==> config.mk <==
export PLATFORM = sky130hd
export DESIGN_NAME = code_correlator
export DESIGN_NICKNAME = d
export VERILOG_FILES = /design/src/rtl/code_correlator.sv
export SDC_FILE = /design/constraint.sdc
export NUM_CORES = 1
export LEC_CHECK = 0
export ABC_AREA = 1
export ABC_CLOCK_PERIOD_IN_PS = 6700
export CORE_MARGIN = 10
export CORE_UTILIZATION = 61
export CTS_BUF_LIST = sky130_fd_sc_hd__clkbuf_4 sky130_fd_sc_hd__clkbuf_8
export CTS_CLUSTER_DIAMETER = 120
export DETAILED_ROUTE_END_ITERATION = 6
export PLACE_DENSITY = 0.83
export SLEW_MARGIN = 20
export SYNTH_ARGS = -nofsm -noshare
export SYNTH_HDL_FRONTEND = slang
export SYNTH_SLANG_ARGS = --single-unit
==> constraint.sdc <==
create_clock -name clk -period 6.7 [get_ports clk]
set_clock_uncertainty 0.1 [all_clocks]
set_input_delay 1.675 -clock clk [delete_from_list [all_inputs] [get_ports clk]]
set_output_delay 1.675 -clock clk [all_outputs]
set_load 0.005 [all_outputs]
==> src/rtl/code_correlator.sv <==
// Accumulate-and-dump C/A correlator: wipes the chip off I/Q samples and dumps one-code-period sums.
// Optional CORR_SATURATE_EN clamps the accumulators instead of letting them wrap.
module code_correlator #(
    parameter int IN_WIDTH    = 3,
    parameter int ACC_WIDTH   = 20,
    parameter int CODE_PERIOD = 16800
) (
    input  logic                        clk,
    input  logic                        reset,
    input  logic                        enable,
    input  logic                        data_valid,
    input  logic signed [IN_WIDTH-1:0]  data_i,
    input  logic signed [IN_WIDTH-1:0]  data_q,
    input  logic                        ca_bit,
    input  logic [14:0]                 code_shift,
    output logic signed [ACC_WIDTH-1:0] acc_i,
    output logic signed [ACC_WIDTH-1:0] acc_q,
    output logic                        acc_valid,
    output logic                        slip,
    output logic [1:0]                  state
);

    typedef enum logic [1:0] {
        IDLE  = 2'd0,
        SYNC  = 2'd1,
        ACCUM = 2'd2
    } state_t;

    localparam logic [14:0] LAST_SHIFT = 15'(CODE_PERIOD - 1);

`ifdef CORR_SATURATE_EN
    localparam logic signed [ACC_WIDTH-1:0] ACC_MAX = {1'b0, {(ACC_WIDTH-1){1'b1}}};
    localparam logic signed [ACC_WIDTH-1:0] ACC_MIN = {1'b1, {(ACC_WIDTH-1){1'b0}}};
`endif

    state_t                      state_r;
    logic [14:0]                 prev_shift;

    logic                        s1_valid;
    logic                        s1_first;
    logic                        s1_last;
    logic                        s1_abort;
    logic signed [IN_WIDTH:0]    s1_wi;
    logic signed [IN_WIDTH:0]    s1_wq;

    logic signed [ACC_WIDTH-1:0] sum_i;
    logic signed [ACC_WIDTH-1:0] sum_q;
    logic signed [ACC_WIDTH-1:0] fin_i;
    logic signed [ACC_WIDTH-1:0] fin_q;
    logic signed [ACC_WIDTH-1:0] nxt_i;
    logic signed [ACC_WIDTH-1:0] nxt_q;
    logic                        dump_pend;

    logic signed [IN_WIDTH:0]    ext_i;
    logic signed [IN_WIDTH:0]    ext_q;
    logic signed [IN_WIDTH:0]    wipe_i;
    logic signed [IN_WIDTH:0]    wipe_q;
    logic [14:0]                 next_shift;
    logic                        is_first;
    logic                        is_last;
    logic                        in_seq;

    assign state = state_r;

    // Extend before negating so the most negative sample maps to its positive magnitude.
    assign ext_i  = {data_i[IN_WIDTH-1], data_i};
    assign ext_q  = {data_q[IN_WIDTH-1], data_q};
    assign wipe_i = ca_bit ? ext_i : -ext_i;
    assign wipe_q = ca_bit ? ext_q : -ext_q;

    assign next_shift = (prev_shift == LAST_SHIFT) ? 15'd0 : prev_shift + 15'd1;
    assign is_first   = (code_shift == 15'd0);
    assign is_last    = (code_shift == LAST_SHIFT);
    assign in_seq     = (code_shift == next_shift);

    function automatic logic signed [ACC_WIDTH-1:0] acc_add(
        input logic signed [ACC_WIDTH-1:0] base,
        input logic signed [IN_WIDTH:0]    term
    );
`ifdef CORR_SATURATE_EN
        logic signed [ACC_WIDTH:0] wide;
        wide = (ACC_WIDTH+1)'(base) + (ACC_WIDTH+1)'(term);
        if (wide[ACC_WIDTH] != wide[ACC_WIDTH-1])
            acc_add = wide[ACC_WIDTH] ? ACC_MIN : ACC_MAX;
        else
            acc_add = wide[ACC_WIDTH-1:0];
`else
        acc_add = base + ACC_WIDTH'(term);
`endif
    endfunction

    // A first-of-window sample restarts the sum rather than adding to stale contents.
    assign nxt_i = acc_add(s1_first ? '0 : sum_i, s1_wi);
    assign nxt_q = acc_add(s1_first ? '0 : sum_q, s1_wq);

    // Window control and stage 1: decides which samples count and tags them.
    always_ff @(posedge clk or negedge reset) begin
        if (!reset) begin
            state_r    <= IDLE;
            prev_shift <= '0;
            slip       <= 1'b0;
            s1_valid   <= 1'b0;
            s1_first   <= 1'b0;
            s1_last    <= 1'b0;
            s1_abort   <= 1'b0;
            s1_wi      <= '0;
            s1_wq      <= '0;
        end else begin
            slip     <= 1'b0;
            s1_valid <= 1'b0;
            s1_first <= 1'b0;
            s1_last  <= 1'b0;
            s1_abort <= 1'b0;
            s1_wi    <= wipe_i;
            s1_wq    <= wipe_q;
            if (!enable) begin
                state_r <= IDLE;
            end else begin
                case (state_r)
                    IDLE: state_r <= SYNC;
                    SYNC: begin
                        if (data_valid && is_first) begin
                            state_r    <= ACCUM;
                            s1_valid   <= 1'b1;
                            s1_first   <= 1'b1;
                            s1_last    <= is_last;
                            prev_shift <= code_shift;
                        end
                    end
                    ACCUM: begin
                        if (data_valid) begin
                            if (in_seq) begin
                                s1_valid   <= 1'b1;
                                s1_first   <= is_first;
                                s1_last    <= is_last;
                                prev_shift <= code_shift;
                            end else begin
                                // Discontinuity: abort, then treat this sample as a SYNC candidate.
                                slip     <= 1'b1;
                                s1_abort <= 1'b1;
                                if (is_first) begin
                                    s1_valid   <= 1'b1;
                                    s1_first   <= 1'b1;
                                    s1_last    <= is_last;
                                    prev_shift <= code_shift;
                                end else begin
                                    state_r <= SYNC;
                                end
                            end
                        end
                    end
                    default: state_r <= IDLE;
                endcase
            end
        end
    end

    // Stage 2: accumulate, capture the final sum on the last sample, present it one edge later.
    always_ff @(posedge clk or negedge reset) begin
        if (!reset) begin
            sum_i     <= '0;
            sum_q     <= '0;
            fin_i     <= '0;
            fin_q     <= '0;
            dump_pend <= 1'b0;
            acc_i     <= '0;
            acc_q     <= '0;
            acc_valid <= 1'b0;
        end else if (!enable) begin
            sum_i     <= '0;
            sum_q     <= '0;
            dump_pend <= 1'b0;
            acc_valid <= 1'b0;
        end else begin
            acc_valid <= dump_pend;
            dump_pend <= 1'b0;
            if (dump_pend) begin
                acc_i <= fin_i;
                acc_q <= fin_q;
            end
            if (s1_valid) begin
                if (s1_last) begin
                    fin_i     <= nxt_i;
                    fin_q     <= nxt_q;
                    dump_pend <= 1'b1;
                    sum_i     <= '0;
                    sum_q     <= '0;
                end else begin
                    sum_i <= nxt_i;
                    sum_q <= nxt_q;
                end
            end else if (s1_abort) begin
                sum_i <= '0;
                sum_q <= '0;
            end
        end
    end

endmodule

==> impl_metrics.ini <==
[status]
status = complete, no violations

[place]
gp_congestion = 0.954
dpl.hpwl_um = 16000
port_buffers = 69

[cells_and_area]
nFillCells = 1225
fin_util = 0.702
regArea_um2 = 3780
multiInputGateArea_um2 = 4450
nets = 1316
antenna_cells = 0
final_cell_mix = nand2_1 (346), dfrtp_1 (151), inv_1 (133), nor2_1 (107), o21ai_0 (91)
syn_to_final_growth_pct = 13.9
layout_commonest_cell = nand2_1
final_layout_size_suffix_gt1_frac = 0.0564

[clock_tree]
cts_setup_buffers = 0
cts_root_buffer = clkbuf_8
htree_num_levels = 4
hold_buffers = 0
clk_latency_ns = 0.46
cts_sinks = 151
clk_pin_slew_ns = 0.09
cts_tree = done
cts_buffers = 17
post_cts_resized = 0
cts_buffer_depth = 2

[power]
power_density_nw_per_um2 = 222
p_leak_nw = 5.12
vdd_ir_drop_max_v = 0.000147

[grt]
grtUsageTotal = 0.222
overflow = 0
antenna_found_initial = 0
grt_pass1_wl_um = 36500
grt_max_degree = 97
grt_pass1_vias = 7624

[sta]
setup_tns_ns = 0
max_freq_mhz = 238
post-route-period-util = 0.627
setup_viol = 0
rsz0062_at_grt = no
tightest_slew_ns = 0.859
finalHoldViolCount = 0
drv_slew = 0
finalCriticalPeriod_ns = 4.20
max_slew_margin = 0.424

[drt]
wl_per_cell_um = 15.1
wl_met1_um = 10200
route.met3.wl_um = 1770
post_drt_via_cell_ratio = 5.59
dr_wl_met2_um = 9510
dr.pass1.iters = 6
vias = 8059
wl_um = 21800
top_layer_used = met4
route.detailed.drc = 0
ant_nets = 0
drt_iter0_drc = 654

[logic_synthesis]
syn_nets = 1254
synth_warnings = 0
synthArstFlopShare = 1.00
syn_area_um2 = 8900
synth-edff-count = 0
ys_seq_area_frac = 0.425
syn_inst = 1183
synthFlopType = dfrtp_1
synthAdderAreaFrac = 0.0650
yosysUniqueCellTypes = 43
yosys.area_share.simple = 0.296
synth-xor-area-share = 0.0305
avgSynthCellArea_um2 = 7.52
synth_compound_area_frac = 0.109
yosys_register_bits = 151
synth_top_family_by_area = simple AND/OR/NAND/NOR gates
synthMuxAreaShare = 0

[min_path]
hold_path_startpoint = fin_q[8]
holdPathEnd = acc_q[8]
worstHoldPathCells = 2
min_path_type = flip-flop to flip-flop

[floorplan]
boundaryPins = 70
die_x_um = 141
die-area_um2 = 19800
die_h_um = 141
initial_core_util = 0.617
row_count = 44
coreArea_um2 = 14400

[setup_path]
startpoint_type = input port
path_class = input port to flip-flop
critPathCaptureType = flip-flop
crit-reg2reg-capture = fin_i[16]
r2r_slack_ns = 3.10
worstPathArrival_ns = 4.45
r2r_cells = 14
critPathMaxFanout = 16
rr_startpoint = s1_first
cp_data_required_time_ns = 6.95

[job]
cap_violations = 0
[worst max-delay path, cell delays in order]
cell	delay, ns
clkdlybuf4s50_1	0.46
inv_1	0.09
nand4_1	0.11
nor4_1	0.44
nand2_1	0.26
nor2_2	0.20
inv_1	0.08
a21oi_2	0.65
nand3_4	0.28
nand2_1	0.14
nand2_1	0.05
[worst max path at each step]
stage,startpoint,end,cells past startpoint,slack (ns)
CTS,code_shift[10],prev_shift[1],11,2.60
global placement,code_shift[10],prev_shift[4],11,2.22
finish,code_shift[10],prev_shift[1],11,2.50
floorplan,code_shift[10],prev_shift[2],11,3.42
detailed placement,code_shift[10],prev_shift[1],11,2.11
global route,code_shift[10],prev_shift[10],11,2.34
[where the power goes]
group / total, mW / switching, mW / internal [mW]
logic: 0.463 / 0.295 / 0.168
registers: 1.06 / 0.0873 / 0.972
clock network: 0.723 / 0.363 / 0.360
total: 2.25 / 0.746 / 1.50
[cells in the mapped netlist (2+ instances only)]
| cell | number | area, um^2 |
|---|---|---|
| nand2_1 | 346 | 1300 |
| dfrtp_1 | 151 | 3780 |
| inv_1 | 133 | 499 |
| nor2_1 | 107 | 402 |
| o21ai_0 | 91 | 455 |
| nand3_1 | 60 | 300 |
| a21oi_1 | 46 | 230 |
| ha_1 | 43 | 538 |
| nand4_1 | 43 | 269 |
| o22ai_1 | 27 | 169 |
| clkbuf_1 | 25 | 93.8 |
| xnor2_1 | 16 | 140 |
| xor2_1 | 15 | 131 |
| nor3_1 | 11 | 55.1 |
| nand2_2 | 6 | 37.5 |
| nor2_2 | 6 | 37.5 |
| nor4_1 | 5 | 31.3 |
| nand3_2 | 4 | 40.0 |
| or2_2 | 4 | 25.0 |
| a21o_1 | 3 | 22.5 |
| clkinv_1 | 3 | 11.3 |
| inv_2 | 3 | 11.3 |
| o31ai_1 | 3 | 22.5 |
| a211oi_1 | 2 | 15.0 |
| a31oi_1 | 2 | 12.5 |
| and2_1 | 2 | 12.5 |
| buf_1 | 2 | 7.51 |
| buf_4 | 2 | 15.0 |
| buf_6 | 2 | 22.5 |
| fa_1 | 2 | 40.0 |
| nand3_4 | 2 | 35.0 |
| nand4_2 | 2 | 25.0 |
| nor3b_1 | 2 | 15.0 |
| o211ai_1 | 2 | 15.0 |
| o21bai_1 | 2 | 15.0 |
[sequential cells by signal, summed over array words and instances (netlist names)]
name        flops
prev_shift     15
s1_wq           4
s1_first        1
sum_q          20
acc_valid       1
sum_i          20
s1_wi           4
acc_i          20
state           2
dump_pend       1
fin_q          20
s1_abort        1
s1_last         1
acc_q          20
s1_valid        1
fin_i          20
[per-layer routing]
| layer | GRT usage | vias up |
|---|---|---|
| met5 | 0 | - |
| met4 | 0.0630 | 0 |
| met3 | 0.0712 | 26 |
| met2 | 0.329 | 263 |
| met1 | 0.304 | 3783 |
| li1 | - | 3987 |
[per-stage QoR]
stage / power [mW] / hold slack, ns / setup WS (ns) / instances / cell area (um^2)
after floorplan: 1.37 / 0.342 / 3.42 / 1183 / 8900
after global placement: 1.52 / 0.351 / 2.22 / 1410 / 9720
after detailed placement: 1.53 / 0.352 / 2.11 / 1410 / 9720
after CTS: 2.25 / 0.371 / 2.60 / 1442 / 10100
after global routing: 2.37 / 0.396 / 2.34 / 1442 / 10100
final: 2.25 / 0.366 / 2.50 / 1442 / 10100
[logic make-up (layout without fill, tap and decap cells)]
logic type,after synthesis,in the layout
flip-flops,151,151
XOR/XNOR,31,31
adder cells (fa/ha/maj),45,45
AND/OR/NAND/NOR,605,605
AO/OA/AOI/OAI,180,180
buffers and inverters,171,246
[area by class of cell]
cell class | count | area share
well taps | 184 | 0.0227
clock buffers | 20 | 0.0266
inverters | 139 | 0.0515
repair buffers | 75 | 0.0727
flip-flops and latches | 151 | 0.373
clock inverters | 12 | 0.0140
multi-input cells | 861 | 0.440
Power figures use the tool's default switching activity.
